--- src/rtl/ex_stage.sv ---
// Execute stage of the 5-stage MIPS pipeline: ALU, branch target, destination select,
// an iterative shift-add multiplier for MULT, and the EX/MEM pipeline latch.
module ex_stage #(
    parameter int W        = 32,
    parameter int MUL_ITER = 32
) (
    input  logic         clk,
    input  logic         rst,
    input  logic         in_valid,
    input  logic [W-1:0] pc_plus4,
    input  logic [W-1:0] read_data1,
    input  logic [W-1:0] read_data2,
    input  logic [W-1:0] sign_ext_imm,
    input  logic [4:0]   rt,
    input  logic [4:0]   rd,
    input  logic [1:0]   wb_ctrl,
    input  logic [2:0]   m_ctrl,
    input  logic         reg_dst,
    input  logic         alu_src,
    input  logic [1:0]   alu_op,
    output logic         stall,
    output logic [W-1:0] alu_result,
    output logic [W-1:0] write_data,
    output logic [4:0]   write_reg,
    output logic [1:0]   wb_ctrl_out,
    output logic         branch,
    output logic         mem_read,
    output logic         mem_write,
    output logic         zero,
    output logic [W-1:0] branch_target
);

    localparam int          CW         = $clog2(MUL_ITER + 1);
    localparam logic [CW-1:0] CNT_LAST = CW'(MUL_ITER - 1);
    localparam logic [5:0]  FUNCT_ADD  = 6'h20;
    localparam logic [5:0]  FUNCT_SUB  = 6'h22;
    localparam logic [5:0]  FUNCT_AND  = 6'h24;
    localparam logic [5:0]  FUNCT_OR   = 6'h25;
    localparam logic [5:0]  FUNCT_SLT  = 6'h2A;
    localparam logic [5:0]  FUNCT_MULT = 6'h18;

    typedef enum logic [1:0] {
        IDLE = 2'b00,
        BUSY = 2'b01,
        DONE = 2'b10
    } mul_state_t;

    mul_state_t    mul_state_r;
    logic [W-1:0]  mcand_r;
    logic [W-1:0]  mplier_r;
    logic [W-1:0]  product_r;
    logic [CW-1:0] mul_cnt_r;

    logic [W-1:0]  op_b_s;
    logic [5:0]    funct_s;
    logic          is_mult_s;
    logic [W-1:0]  result_s;
    logic [4:0]    write_reg_s;
    logic [W-1:0]  branch_target_s;
    logic          latch_valid_s;
    logic          stall_s;

    // Single-cycle ALU; MULT is produced by the multiplier, so it yields 0 here.
    function automatic logic [W-1:0] alu_calc(
        input logic [1:0]   op,
        input logic [5:0]   funct,
        input logic [W-1:0] a,
        input logic [W-1:0] b
    );
        logic [W-1:0] r;
        r = {W{1'b0}};
        case (op)
            2'b00: r = a + b;
            2'b01: r = a - b;
            2'b10: begin
                case (funct)
                    FUNCT_ADD: r = a + b;
                    FUNCT_SUB: r = a - b;
                    FUNCT_AND: r = a & b;
                    FUNCT_OR:  r = a | b;
                    FUNCT_SLT: r = ($signed(a) < $signed(b)) ? {{(W-1){1'b0}}, 1'b1} : {W{1'b0}};
                    default:   r = {W{1'b0}};
                endcase
            end
            default: r = {W{1'b0}};
        endcase
        return r;
    endfunction

    // Operand select, result mux, latch-enable and stall decode.
    always_comb begin
        op_b_s          = alu_src ? sign_ext_imm : read_data2;
        funct_s         = sign_ext_imm[5:0];
        is_mult_s       = (alu_op == 2'b10) && (funct_s == FUNCT_MULT);
        write_reg_s     = reg_dst ? rd : rt;
        branch_target_s = pc_plus4 + {sign_ext_imm[W-3:0], 2'b00};
        if (mul_state_r == DONE) begin
            result_s = product_r;
        end else begin
            result_s = alu_calc(alu_op, funct_s, read_data1, op_b_s);
        end
        case (mul_state_r)
            IDLE:    latch_valid_s = in_valid && !is_mult_s;
            BUSY:    latch_valid_s = 1'b0;
            DONE:    latch_valid_s = in_valid;
            default: latch_valid_s = 1'b0;
        endcase
        stall_s = !rst && in_valid && is_mult_s && (mul_state_r != DONE);
    end

    assign stall = stall_s;

    // Multiply sequencer: one multiplier bit per cycle, MUL_ITER cycles in BUSY.
    always_ff @(posedge clk) begin
        if (rst) begin
            mul_state_r <= IDLE;
            mcand_r     <= {W{1'b0}};
            mplier_r    <= {W{1'b0}};
            product_r   <= {W{1'b0}};
            mul_cnt_r   <= {CW{1'b0}};
        end else begin
            case (mul_state_r)
                IDLE: begin
                    if (in_valid && is_mult_s) begin
                        mcand_r     <= read_data1;
                        mplier_r    <= op_b_s;
                        product_r   <= {W{1'b0}};
                        mul_cnt_r   <= {CW{1'b0}};
                        mul_state_r <= BUSY;
                    end else begin
                        mul_state_r <= IDLE;
                    end
                end
                BUSY: begin
                    if (mplier_r[0]) begin
                        product_r <= product_r + mcand_r;
                    end else begin
                        product_r <= product_r;
                    end
                    mcand_r   <= {mcand_r[W-2:0], 1'b0};
                    mplier_r  <= {1'b0, mplier_r[W-1:1]};
                    mul_cnt_r <= mul_cnt_r + {{(CW-1){1'b0}}, 1'b1};
                    if (mul_cnt_r == CNT_LAST) begin
                        mul_state_r <= DONE;
                    end else begin
                        mul_state_r <= BUSY;
                    end
                end
                DONE:    mul_state_r <= IDLE;
                default: mul_state_r <= IDLE;
            endcase
        end
    end

    // EX/MEM latch: loads a real result or a zero bubble every cycle.
    always_ff @(posedge clk) begin
        if (rst || !latch_valid_s) begin
            alu_result    <= {W{1'b0}};
            write_data    <= {W{1'b0}};
            write_reg     <= 5'd0;
            wb_ctrl_out   <= 2'b00;
            branch        <= 1'b0;
            mem_read      <= 1'b0;
            mem_write     <= 1'b0;
            zero          <= 1'b0;
            branch_target <= {W{1'b0}};
        end else begin
            alu_result    <= result_s;
            write_data    <= read_data2;
            write_reg     <= write_reg_s;
            wb_ctrl_out   <= wb_ctrl;
            branch        <= m_ctrl[2];
            mem_read      <= m_ctrl[1];
            mem_write     <= m_ctrl[0];
            zero          <= (result_s == {W{1'b0}});
            branch_target <= branch_target_s;
        end
    end

endmodule

--- config.mk ---
export PLATFORM = sky130hd
export DESIGN_NAME = ex_stage
export DESIGN_NICKNAME = d
export VERILOG_FILES = /design/src/rtl/ex_stage.sv
export SDC_FILE = /design/constraint.sdc
export NUM_CORES = 1
export LEC_CHECK = 0
export ABC_AREA = 1
export CORE_MARGIN = 2
export CORE_UTILIZATION = 40
export CTS_BUF_LIST = sky130_fd_sc_hd__clkbuf_4
export CTS_CLUSTER_DIAMETER = 120
export DETAILED_ROUTE_END_ITERATION = 12
export SYNTH_ARGS = -nofsm -noshare
export SYNTH_HDL_FRONTEND = slang
export SYNTH_SLANG_ARGS = --single-unit
--- constraint.sdc ---
create_clock -name clk -period 5.2 [get_ports clk]
set_input_delay 1.56 -clock clk [delete_from_list [all_inputs] [get_ports clk]]
set_output_delay 1.56 -clock clk [all_outputs]
set_load 0.02 [all_outputs]
Word level (Yosys, flattened, before mapping) --
Cells that the tools add are included.
Word-level totals: flip-flop bits (word level) 211, bits of input ports 150
Operators by class: add/sub/neg operators 5, magnitude comparators 1, equal/unequal tests 14, muxes and demuxes 19, bitwise gates (word level) 2, reductions and logical operators 16
Operator list (count):
- 32-bit two-way mux | 6
- 32-bit one-hot mux with 2 select lines | 3
- 32-bit one-hot mux with 5 select lines | 1
- 32-bit adder | 3
- 32-bit one-hot mux with 3 select lines | 1
- 32-bit AND | 1
- 32-bit zero test | 1
- 32-bit < comparator | 1
- 32-bit bitwise OR | 1
- 32-bit subtractor | 1
- 6-bit equality test (second input constant) | 5
- 6-bit by 5-bit equality test with 1-bit output (second input constant) | 2
- 6-bit one-hot mux with 2 select lines | 1
- 6-bit by 1-bit adder with 6-bit output (second input constant) | 1
- 1-bit logical AND | 6
- 6-bit two-way mux | 1
- 2-bit != test (second input constant) | 3
- 5-bit two-way mux | 1
- 2-bit by 1-bit equality test with 1-bit output (second input constant) | 2
- 2-bit equality test (second input constant) | 2
- 2-bit zero test | 2
- 2-bit one-hot mux with 2 select lines | 1
- 1-bit zero test | 3
- 3-bit AND reduction | 1
- other kinds (6) | 7

Depth between registers and ports, before layout --
depth in word-level cells 7, mapped depth 25, gate-level depth less buffers 24

Least setup slack after synthesis --
Ideal clock, no wire load.
kind input to register, start point in alu_src, end point reg zero, data arrival time 4270 ps, data required time 5136 ps, path slack 866 ps, stages 24, buffers on the path 2, cell sequence clkbuf_1 clkbuf_1 nand2_1 o21ai_0 inv_1 ha_1 fa_1 inv_1 nand2_1 nand2_1 nand4_1 nand2_1 nand2_1 nand2_1 nand2_1 nand2_1 nand2_1 nand3_1 nand3_1 mux2i_1 nand2_1 nor2_1 nand3_1 nor2_1
Between the ends: cells in the longest elaborated chain, start to end 7
RTL lines:
- start, declared | line 19 | input logic alu_src,
- 32-bit two-way mux * | line 92 | op_b_s = alu_src ? sign_ext_imm : read_data2;
- 32-bit < comparator | line 81 | FUNCT_SLT: r = ($signed(a) < $signed(b)) ? {{(W-1){1'b0}}, 1'b1} : {W{1'b0}};
- 1-bit two-way mux | line 81
- 32-bit one-hot mux with 5 select lines | line 76 | case (funct)
- 32-bit one-hot mux with 3 select lines * | line 72 | case (op)
- 32-bit two-way mux * | line 97 | if (mul_state_r == DONE) begin
- 32-bit zero test * | line 175 | zero <= (result_s == {W{1'b0}});
- end signal, assigned | line 175
- end, declared | line 29 | output logic zero,
Mark *: on every way between the ends. The rest lies on a longest branch, timed or not. A chain may end at the register's enable or synchronous reset.

Worst setup path after layout --
start point in sign_ext_imm[3], end point out stall
Between the ends: cells in the longest elaborated chain, start to end 4
RTL lines:
- start, declared | line 13 | input logic [W-1:0] sign_ext_imm,
- 6-bit by 5-bit equality test with 1-bit output | line 94 | is_mult_s = (alu_op == 2'b10) && (funct_s == FUNCT_MULT);
- 1-bit logical AND | line 94
- 1-bit logical AND (2 in a row) | line 108 | stall_s = !rst && in_valid && is_mult_s && (mul_state_r != DONE);
- end, declared | line 21 | output logic stall,
Every way passes these cells.

==> impl_metrics.json <==
{
  "status": "completed",
  "synth.net_count": 3110,
  "postPlaceCellArea_um2": 21000,
  "end_kind": "output pin",
  "ys_top_cells_by_count": "760 x nand2_1, 373 x inv_1, 233 x nor2_1, 226 x a21oi_1, 221 x nand3_1",
  "h-tree-depth": 2,
  "antenna_found_initial": 2,
  "rsz0062_at_grt": "false",
  "grt_busiest_layer": "met2",
  "core_area_um2": 42100,
  "wl_per_cell_um": 18.8,
  "cp_data_arrival_time_ps": 3090,
  "die_h_um": 211,
  "initial_utilization_pct": 40.7,
  "num_rows": 75,
  "gr-usage-met3_pct": 7.81,
  "hold_viol_final": 0,
  "tritoncts": "done",
  "slowest_delay_ps": 490,
  "fin_area_um2": 21800,
  "hold_depth": 2,
  "synth_top_cell_by_area": "dfxtp_1",
  "crit_type": "primary input to output pin",
  "synth_area_leaders": "dfxtp_1 25%, nand2_1 17%, ha_1 13%",
  "port_buffers": 257,
  "start_kind": "primary input",
  "ys_seq_area_share_pct": 24.6,
  "worstPathMaxFanout": 6,
  "drt_iter0_markers": 1480,
  "ys_types": 51,
  "synth_ff_type": "dfxtp_1",
  "grt_pass1_wl_um": 106000,
  "postSynthCellCount": 2781,
  "grtUsageTotal_pct": 31.1,
  "fin_cells": 3718,
  "p_leak_uw": 0.0106,
  "hold_buffers": 0,
  "numCtsBuffers": 61,
  "syn-cell-area_um2": 17200,
  "syn_avg_cell_area_um2": 6.17,
  "grt_max_degree": 109,
  "grt_pass1_vias": 18800,
  "clock_latency_ps": 820,
  "dp_hpwl_um": 56400,
  "vias": 19700,
  "design.die.area_um2": 44600,
  "fin_nets": 3460,
  "tightest_slew_ps": 1180,
  "dp_cells": 3607,
  "fmax_mhz": 215,
  "yosysWarnings": 0,
  "finalCriticalPeriod_ps": 4650,
  "utilization_pct": 51.7,
  "routed_wl_um": 69800,
  "irDropWorstVdd_v": 0.000170,
  "clock_sinks": 211,
  "synth-seq-cells": 211,
  "synth_most_common_cell": "nand2_1",
  "ant_nets": 0,
  "drv_slew": 0,
  "hp-class": "flop to flop",
  "slowest_stage": "clkdlybuf4s50_1",
  "synthArstFlopShare_pct": 0,
  "drive_gt1_share_pct": 8.75,
  "slew_headroom_pct": 21.5,
  "rr_worst_depth": 8,
  "synth_edf_count": 0,
  "powerDensity_nw_per_um2": 225,
  "globalplace.congestion": 1.00,
  "cts-root-buf": "clkbuf_4",
  "fillCellCount": 4489,
  "first_pass_iters": 8,
  "setup_violations": 0,
  "via_per_inst": 5.29,
  "syn_to_final_growth_pct": 26.9,
  "dieWidth_um": 211,
  "grt_use_met1_pct": 40.7,
  "yosysTopAreaCellShare_pct": 24.6,
  "overflow": 0,
  "finalCritPeriodShare_pct": 89.5,
  "cts_buffer_depth": 3,
  "clock_skew_ps": 40.9,
  "crit_required_ps": 3640,
  "cts.clk_slew.worst_paths_ps": 60,
  "cap_violations": 0,
  "io_pins": 258,
  "worstPathCellList": "clkdlybuf4s50_1, inv_1, nor2_1, nand3_2, nor4_1, dlymetal6s2s_1",
  "use_met2_pct": 49.3,
  "route.detailed.drc": 0
}
worst paths after layout:
| check | startpoint | end | slack [ps] |
|---|---|---|---|
| worst max-delay path | sign_ext_imm[3] | stall | 550 |
| worst min-delay path | mplier_r[3] | mplier_r[2] | 480 |
| worst max register to register | mul_state_r[1] | product_r[13] | 2170 |
| worst min register to register | mplier_r[3] | mplier_r[2] | 480 |
layer usage:
metal | share of wire (%) | vias to the layer above
met5 | 0.019 | -
met4 | 3.4 | 2
met3 | 8.4 | 128
met2 | 44 | 702
met1 | 44 | 9016
li1 | - | 9815
cells by family (layout without fill, tap and decap cells):
kind of cell	after synthesis	count (layout)	share of synthesized area, %
buffers and inverters	484	881	11.1
AOI/OAI and AO/OA	573	573	18.2
other	0	1	0
muxes	8	8	0.467
xor gates and xnor gates	9	9	0.459
adders and majority gates	179	179	13.2
and+or+nand+nor	1317	1317	31.9
DFF	211	211	24.6
layout by cell type (no fill, tap or decap), types with 33 or more instances in the layout:
cell type	instances
nand2_1	759
inv_1	372
clkdlybuf4s50_1	255
nor2_1	232
a21oi_1	226
nand3_1	219
dfxtp_1	211
o21ai_0	192
ha_1	175
buf_4	125
clkbuf_4	89
a31oi_1	72
nand4_1	33
power by group:
| part | internal (µW) | leakage (µW) | switching, µW |
|---|---|---|---|
| Combinational | 598 | 0.00844 | 1010 |
| Sequential | 1660 | 0.00171 | 13.1 |
| Clock | 833 | 0.000469 | 776 |
area by class of cell:
type / count / area, µm² / area share, %
inverter: 386 / 1450 / 6.65
multi-input combinational: 2086 / 11100 / 50.8
antenna: 1 / 2.50 / 0.0115
clock inverter: 21 / 118 / 0.540
sequential: 211 / 4220 / 19.4
clock buffer: 89 / 668 / 3.07
tap: 539 / 674 / 3.10
timing repair buffer: 385 / 3570 / 16.4
through the flow:
step | hold slack (ps) | worst slack (ps) | power (µW) | TNS (ps)
2_1_floorplan | 441 | 866 | 2590 | 0
6_report | 476 | 548 | 4900 | 0
4_1_cts | 477 | 34.0 | 4920 | 0
5_1_grt | 495 | 351 | 5180 | 0
3_5_place_dp | 469 | -41.7 | 3290 | -53.1
3_3_place_gp | 465 | -104 | 3280 | -136
critical path, delay by kind of cell:
kind                   cells  cell delay [ps]
buffers and inverters      3              860
and+or+nand+nor            3              650
repair_timing:
| item | 4_1_cts | 5_1_grt |
|---|---|---|
| buffers inserted | 0 | 0 |
| endpoints found under the hold margin | 0 | 0 |
| pin swaps | 0 | 0 |
| setup endpoints to repair | 1 | 1 |
| resized for setup | 1 | 2 |
Note: power is estimated with default switching activity, not from simulation.
